## src/rtl/reg_file_param.sv

```systemverilog
// Purpose: parametrised register file (2 async reads, 1 clocked write) with a streaming dump engine.
// Latency: reads combinational (optional write bypass), writes land on the next clk rise.
// Backpressure: dump beats hold index and valid while dump_ready is low; read/write ports never stall.
module reg_file_param #(
    parameter int DATA_W   = 32,
    parameter int ADDR_W   = 5,
    parameter int ZERO_REG = 1,
    parameter int BYPASS   = 1
) (
    input  logic              clk,
    input  logic              reset,
    input  logic [ADDR_W-1:0] rs_addr,
    input  logic [ADDR_W-1:0] rt_addr,
    output logic [DATA_W-1:0] rs_data,
    output logic [DATA_W-1:0] rt_data,
    input  logic              reg_write,
    input  logic [ADDR_W-1:0] wr_addr,
    input  logic [DATA_W-1:0] wr_data,
    input  logic              dump_start,
    input  logic              dump_ready,
    output logic              dump_valid,
    output logic [ADDR_W-1:0] dump_idx,
    output logic [DATA_W-1:0] dump_data,
    output logic              dump_busy,
    output logic              dump_done
);
    localparam int NUM_REGS = 2 ** ADDR_W;
    localparam logic [ADDR_W-1:0] LAST_IDX = ADDR_W'(NUM_REGS - 1);

    typedef enum logic [1:0] {
        IDLE = 2'd0,
        DUMP = 2'd1,
        DONE = 2'd2
    } dump_state_t;

    logic [DATA_W-1:0] regs [NUM_REGS];
    dump_state_t       state;
    dump_state_t       state_nxt;
    logic [ADDR_W-1:0] idx_nxt;
    logic              wr_en;

    // Writes to the hardwired zero register are dropped here so neither storage nor bypass sees them.
    assign wr_en = reg_write && !((ZERO_REG != 0) && (wr_addr == '0));

    // Register array: reset loads each entry with its own index, otherwise one write per clock.
    always_ff @(posedge clk or posedge reset) begin
        if (reset) begin
            for (int i = 0; i < NUM_REGS; i++) begin
                regs[i] <= DATA_W'(i);
            end
        end else if (wr_en) begin
            regs[wr_addr] <= wr_data;
        end
    end

    // Read port A: zero register first, then same-cycle bypass, then stored value.
    always_comb begin
        rs_data = regs[rs_addr];
        if ((ZERO_REG != 0) && (rs_addr == '0)) begin
            rs_data = '0;
        end else if ((BYPASS != 0) && wr_en && (wr_addr == rs_addr)) begin
            rs_data = wr_data;
        end
    end

    // Read port B: same priority as port A.
    always_comb begin
        rt_data = regs[rt_addr];
        if ((ZERO_REG != 0) && (rt_addr == '0)) begin
            rt_data = '0;
        end else if ((BYPASS != 0) && wr_en && (wr_addr == rt_addr)) begin
            rt_data = wr_data;
        end
    end

    // Dump data is the live array value, deliberately without bypass.
    assign dump_data = regs[dump_idx];

    // Dump engine state and index registers; reset aborts any dump without a done pulse.
    always_ff @(posedge clk or posedge reset) begin
        if (reset) begin
            state    <= IDLE;
            dump_idx <= '0;
        end else begin
            state    <= state_nxt;
            dump_idx <= idx_nxt;
        end
    end

    // Dump engine next state and Moore outputs; start requests outside IDLE are dropped.
    always_comb begin
        state_nxt  = state;
        idx_nxt    = dump_idx;
        dump_valid = 1'b0;
        dump_busy  = 1'b0;
        dump_done  = 1'b0;
        case (state)
            IDLE: begin
                if (dump_start) begin
                    state_nxt = DUMP;
                    idx_nxt   = '0;
                end
            end
            DUMP: begin
                dump_valid = 1'b1;
                dump_busy  = 1'b1;
                if (dump_ready) begin
                    if (dump_idx == LAST_IDX) begin
                        state_nxt = DONE;
                    end else begin
                        idx_nxt = dump_idx + 1'b1;
                    end
                end
            end
            DONE: begin
                dump_done = 1'b1;
                state_nxt = IDLE;
                idx_nxt   = '0;
            end
            default: begin
                state_nxt = IDLE;
                idx_nxt   = '0;
            end
        endcase
    end
endmodule
```

## config.mk

```make
export PLATFORM = sky130hd
export DESIGN_NAME = reg_file_param
export DESIGN_NICKNAME = d
export VERILOG_FILES = /design/src/rtl/reg_file_param.sv
export SDC_FILE = /design/constraint.sdc
export NUM_CORES = 2
export LEC_CHECK = 0
export CORE_MARGIN = 8
export CORE_UTILIZATION = 43
export CTS_CLUSTER_SIZE = 40
export DETAILED_ROUTE_END_ITERATION = 10
export DONT_BUFFER_PORTS = 1
export PLACE_DENSITY = 0.69
export SLEW_MARGIN = 20
export SYNTH_ARGS = -nofsm -noshare
export SYNTH_HDL_FRONTEND = slang
export SYNTH_SLANG_ARGS = --single-unit
```

## constraint.sdc

```tcl
create_clock -name clk -period 48.9 [get_ports clk]
set_input_delay 4.89 -clock clk [delete_from_list [all_inputs] [get_ports clk]]
set_output_delay 4.89 -clock clk [all_outputs]
set_load 0.02 [all_outputs]
```

# == Word level (Yosys, flattened, before mapping) ==
# Index checks and enable logic that the tools add are counted.
# word_totals
reg_bits,1031
inputBits,52
out_inout_bits,104
elab_cells,90
# op_classes
addsub,1
n_lt_le_gt_ge,5
n_eq_ne,9
n_mux,26
bitwise_logic,4
reduce_logical,11
# op_table
cell,n
$bwmux 1024,1
$bmux 32 s5,3
$mux 32,11
$demux 32 s5,1
$ge 6x6->1 const B,4
$not 5->6,4
$logic_not 5->1,3
$mux 5,3
$eq 5x5->1,2
$pmux 5 s2,1
$ne 2x2->1 const B,4
$lt 6x1->1 const B,1
$mux 2,3
$reduce_and 3->1,2
$add 5x1->5 const B,1
$eq 5x5->1 const B,1
$logic_and 1x1->1,4
$pmux 2 s2,1
$eq 2x1->1 const B,1
$eq 2x2->1 const B,1
$logic_not 2->1,1
$mux 1,2
$logic_not 1->1,1

# == Depth between registers and ports, before layout ==
# logic_depth
word_depth,6
mapped_depth,10
mapped_depth_nobuf,8

# == Worst setup path before layout ==
# OpenSTA, ideal clock, no wires.
# synth_path
path_kind,input to output
startpoint,in wr_addr[0]
endpoint,out rs_data[30]
arrival_time_ns,6.787
required_ns,44.010
path_slack_ns,37.223
path_stages,8
path_buffers,3
path_cell_list,buf_2 > xor2_1 > nor4_1 > and3_1 > clkbuf_1 > clkbuf_1 > a211oi_1 > a211oi_1
# synth_between
elab_chain_len,6
elab_cells_between_ends,7
classes_between,1 x eq/ne; 2 x mux; 4 x reduce/logical
# synth_lines
element,line_no,text
start: declaration,17,"input logic [ADDR_W-1:0] wr_addr,"
$logic_not 5->1,43,assign wr_en = reg_write && !((ZERO_REG != 0) && (wr_addr == '0));
$logic_not 1->1,43,
$logic_and 1x1->1,43,
$logic_and 1x1->1 *,61,end else if ((BYPASS != 0) && wr_en && (wr_addr == rs_addr)) begin
$mux 32 *,61,
$mux 32 *,59,if ((ZERO_REG != 0) && (rs_addr == '0)) begin
end: declaration,14,"output logic [DATA_W-1:0] rs_data,"
# Every way passes the cells marked *; elsewhere a longest branch is shown, timed or not.

# == Worst setup path after layout ==
# layout_path
startpoint,in rs_addr[0]
endpoint,out rs_data[14]
# layout_between
elab_chain_len,6
elab_cells_between_ends,9
classes_between,1 x eq/ne; 5 x mux; 1 x bitwise; 2 x reduce/logical
# layout_lines
element,line_no,text
start: declaration,12,"input logic [ADDR_W-1:0] rs_addr,"
$not 5->6 (implied by the code),58,rs_data = regs[rs_addr];
$bmux 32 s5,58,
$mux 32 (implied by the code) (2 in a row),58,
$mux 32,61,
$mux 32 *,59,
# Every way passes the cells marked *; elsewhere a longest branch is shown, timed or not. The select of a mux whose other input is x is not followed.

==> flow_summary_export.csv <==
group,metric,value,unit
outcome,run_status,"finished clean",
pwr,ir_worst_vdd,0.0469,mV
clocking,h-tree-depth,3,
worst_hold_path,min_path_type,"flop to flop",
logic_synthesis,synth_seq_cells,1031,
placed_design,portBuffers,0,
floorplan,io-pin-count,156,
clocking,cts-resized-gates,0,
sta,fin_crit_sh,27.3,%
sta,max_freq,74.9,MHz
worst_hold_path,hold_start,"regs[1007]$_DFFE_PP0P_",
clocking,clk_path_buf_depth,3,
cells_and_area,final_core_util,46.7,%
pwr,powerDensity,45.2,nW/µm²
worst_setup_path,critPathKind,"input port to primary output",
pwr,p_leak,28.0,nW
placed_design,pre_cts_slack,35700,ps
placed_design,gp_congestion,0.830,
clocking,insertion_delay,700,ps
global_routing,grt_usage,27.5,%
clocking,hold_buffers,0,
logic_synthesis,yosys-mux-area-fraction,47.9,%
logic_synthesis,ys_warn_count,0,
floorplan,die_h,400,µm
sta,hold_slack,416,ps
sta,fin_crit,13360,ps
logic_synthesis,synth_compound_area_share,5.01,%
floorplan,die_area,160000,µm²
logic_synthesis,yosysSeqAreaShare,40.9,%
logic_synthesis,synthXorXnorAreaFrac,0.152,%
logic_synthesis,synthTopCellsByArea,"dfrtp_1 38%, mux4_2 25%, mux2_2 19%",
clocking,cts_root_buf,"clkbuf_16",
worst_setup_path,reg2reg_from,"dump_idx[0]$_DFFE_PP0P_",
routing,drt.antenna.violating_nets,0,
floorplan,rows,140,
clocking,cts_setup_buffers,0,
worst_setup_path,startpoint_type,"input port",
logic_synthesis,postSynthCellCount,4306,
logic_synthesis,syn_avg_cell_area,14.7,µm²
worst_setup_path,endpoint_kind,"primary output",
sta,worst_pin_slew,1160,ps
routing,avgRoutedWirePerCell,37.1,µm
placed_design,dpl_cell_area,64200,µm²
routing,drc,0,
logic_synthesis,syn_nets,4360,
global_routing,grt_pass1_vias,43500,
clocking,cts_tree,"built",
cells_and_area,layoutNonFillerInstCount,5982,
pwr,total_power,3.08,mW
logic_synthesis,synth_edf_count,0,
global_routing,antenna_found_initial,3,
sta,slew_viol_final,0,
routing,vias_per_cell,7.19,
cells_and_area,drive_gt1_share,53.4,%
cells_and_area,final_cell_area,68200,µm²
cells_and_area,final_nets,4022,
global_routing,overflow,0,
sta,skew,0.649,ps
logic_synthesis,synth_area,63300,µm²
floorplan,die_x,400,µm
placed_design,dp.cells,5768,
logic_synthesis,synth_top_area_cell,"dfrtp_1",
sta,hold_viol,0,
worst_setup_path,rr_worst_depth,8,
logic_synthesis,synth_top_area_share,37.6,%
routing,drt_wl_total,222000,µm
sta,finalSetupViolCount,0,
sta,fin_ws,35540,ps
logic_synthesis,synth_top_family_by_area,"multiplexers",
clocking,numCtsBuffers,114,
clocking,clk_transition_reported_paths,60,ps
placed_design,hpwl,119000,µm
sta,tns,0,ps
worst_setup_path,worstPathRequired,44010,ps
worst_hold_path,hold_end,"regs[1007]$_DFFE_PP0P_",
routing,drt_iter0_drc,5339,
flow_run,drv_cap,0,
floorplan,start_util,43.4,%
worst_hold_path,hold_depth,0,
logic_synthesis,synth_flop_cell,"dfrtp_1",
worst_setup_path,cp.arrival,8470,ps
cells_and_area,areaGrowthSynthToFinish,7.74,%
sta,rsz0062_at_grt,"false",
worst_setup_path,worst-path-max-fanout,302,
worst_setup_path,r2r_end,"dump_idx[3]$_DFFE_PP0P_",
floorplan,core,146000,µm²
global_routing,grt_max_degree,322,
logic_synthesis,synth_simple_gate_area_share,2.19,%
logic_synthesis,synth_fa_ha_area_share,0.0396,%
logic_synthesis,ys_async_sr_fraction,100,%
clocking,clock_sinks,1031,
worst_setup_path,rrSetupSlack,45980,ps
logic_synthesis,synth_cell_type_count,59,
routing,vias,43000,
routing,dr.pass1.iters,5,
sta,relSlewSlack,22.0,%
global_routing,grt_pass1_wl,322000,µm
## layer usage
metal  vias up  track usage, %  wire length [µm]
met5         -           0.585               133
met4         4            13.4             12500
met3       630            9.62             27700
met2      2733            41.4             99700
met1     23100            35.5             82000
li1      16600               -                 -
## flip-flops by register name, indices dropped and copies added, names as in the netlist
register	cells
regs	1024
dump_idx	5
state	2
## cells in the mapped netlist, types with 8 or more instances
| cell type | number |
|---|---|
| nand2_1 | 127 |
| buf_1 | 49 |
| nand2b_1 | 8 |
| o221ai_1 | 38 |
| a32o_1 | 32 |
| nor2b_1 | 9 |
| buf_2 | 116 |
| dfstp_2 | 80 |
| a22oi_1 | 40 |
| mux2i_1 | 235 |
| o21ai_0 | 56 |
| clkbuf_1 | 298 |
| nor4_1 | 14 |
| a221o_1 | 41 |
| mux4_2 | 709 |
| nand3_1 | 8 |
| dfrtp_1 | 951 |
| o22ai_1 | 97 |
| mux2_2 | 1064 |
| a21oi_1 | 32 |
| a221oi_1 | 21 |
| buf_4 | 42 |
| buf_6 | 13 |
| nor3_1 | 37 |
| nor2_1 | 55 |
| a211oi_1 | 43 |
## placed cells by master (no fill, tap or decap), types with 34 or more instances in the layout
cell,count
mux4_2,709
clkbuf_16,115
mux2i_1,235
mux2_2,1064
dfrtp_1,946
nand2_1,112
a211oi_1,43
o22ai_1,97
nor3_1,34
buf_4,57
a22oi_1,40
o21ai_0,56
o221ai_1,38
a221o_1,41
nor2_1,41
dfstp_2,80
## how the worst max path moves through the flow
stage / startpoint / to / slack, ps / cells after the start
after global routing: wr_addr[2] / rt_data[31] / 35570 / 6
after floorplan: reset / dump_idx[0]$_DFFE_PP0P_ / 15130 / 1
after global placement: wr_addr[2] / rt_data[31] / 35780 / 6
after detailed placement: wr_addr[2] / rt_data[31] / 35700 / 6
final: rs_addr[0] / rs_data[14] / 35540 / 7
after CTS: wr_addr[2] / rt_data[31] / 35700 / 6
## kinds of logic (layout without fill, tap and decap cells)
family | Yosys count | after routing
compound gates | 432 | 432
xor+xnor | 11 | 11
fa+ha+maj | 2 | 2
buf+inv | 528 | 286
flops | 1031 | 1031
mux | 2008 | 2008
other cells | 0 | 1
simple gates | 294 | 294
## report_power, final
| group | total, mW | switching [mW] | internal [mW] |
|---|---|---|---|
| sequential | 1.22 | 0.190 | 1.03 |
| clock | 0.917 | 0.377 | 0.540 |
| combinational | 0.951 | 0.417 | 0.534 |
| total | 3.08 | 0.983 | 2.10 |
## cell type report
| type | count | area, µm² |
|---|---|---|
| inverter | 10 | 45.0 |
| clock inverter | 56 | 694 |
| timing repair buffer | 64 | 563 |
| antenna | 1 | 2.50 |
| multi-input combinational | 2747 | 35300 |
| fill | 12500 | 77800 |
| clock buffer | 156 | 3260 |
| sequential | 1031 | 25900 |
| tap | 1917 | 2400 |
## critical path, stage by stage
cell and delay [ps]:
xor2_1 280, nor4_1 590, and3_2 810, buf_4 430, nor3_1 120, nor3_1 840, buf_4 290
Note: power is estimated with default switching activity, not from simulation.
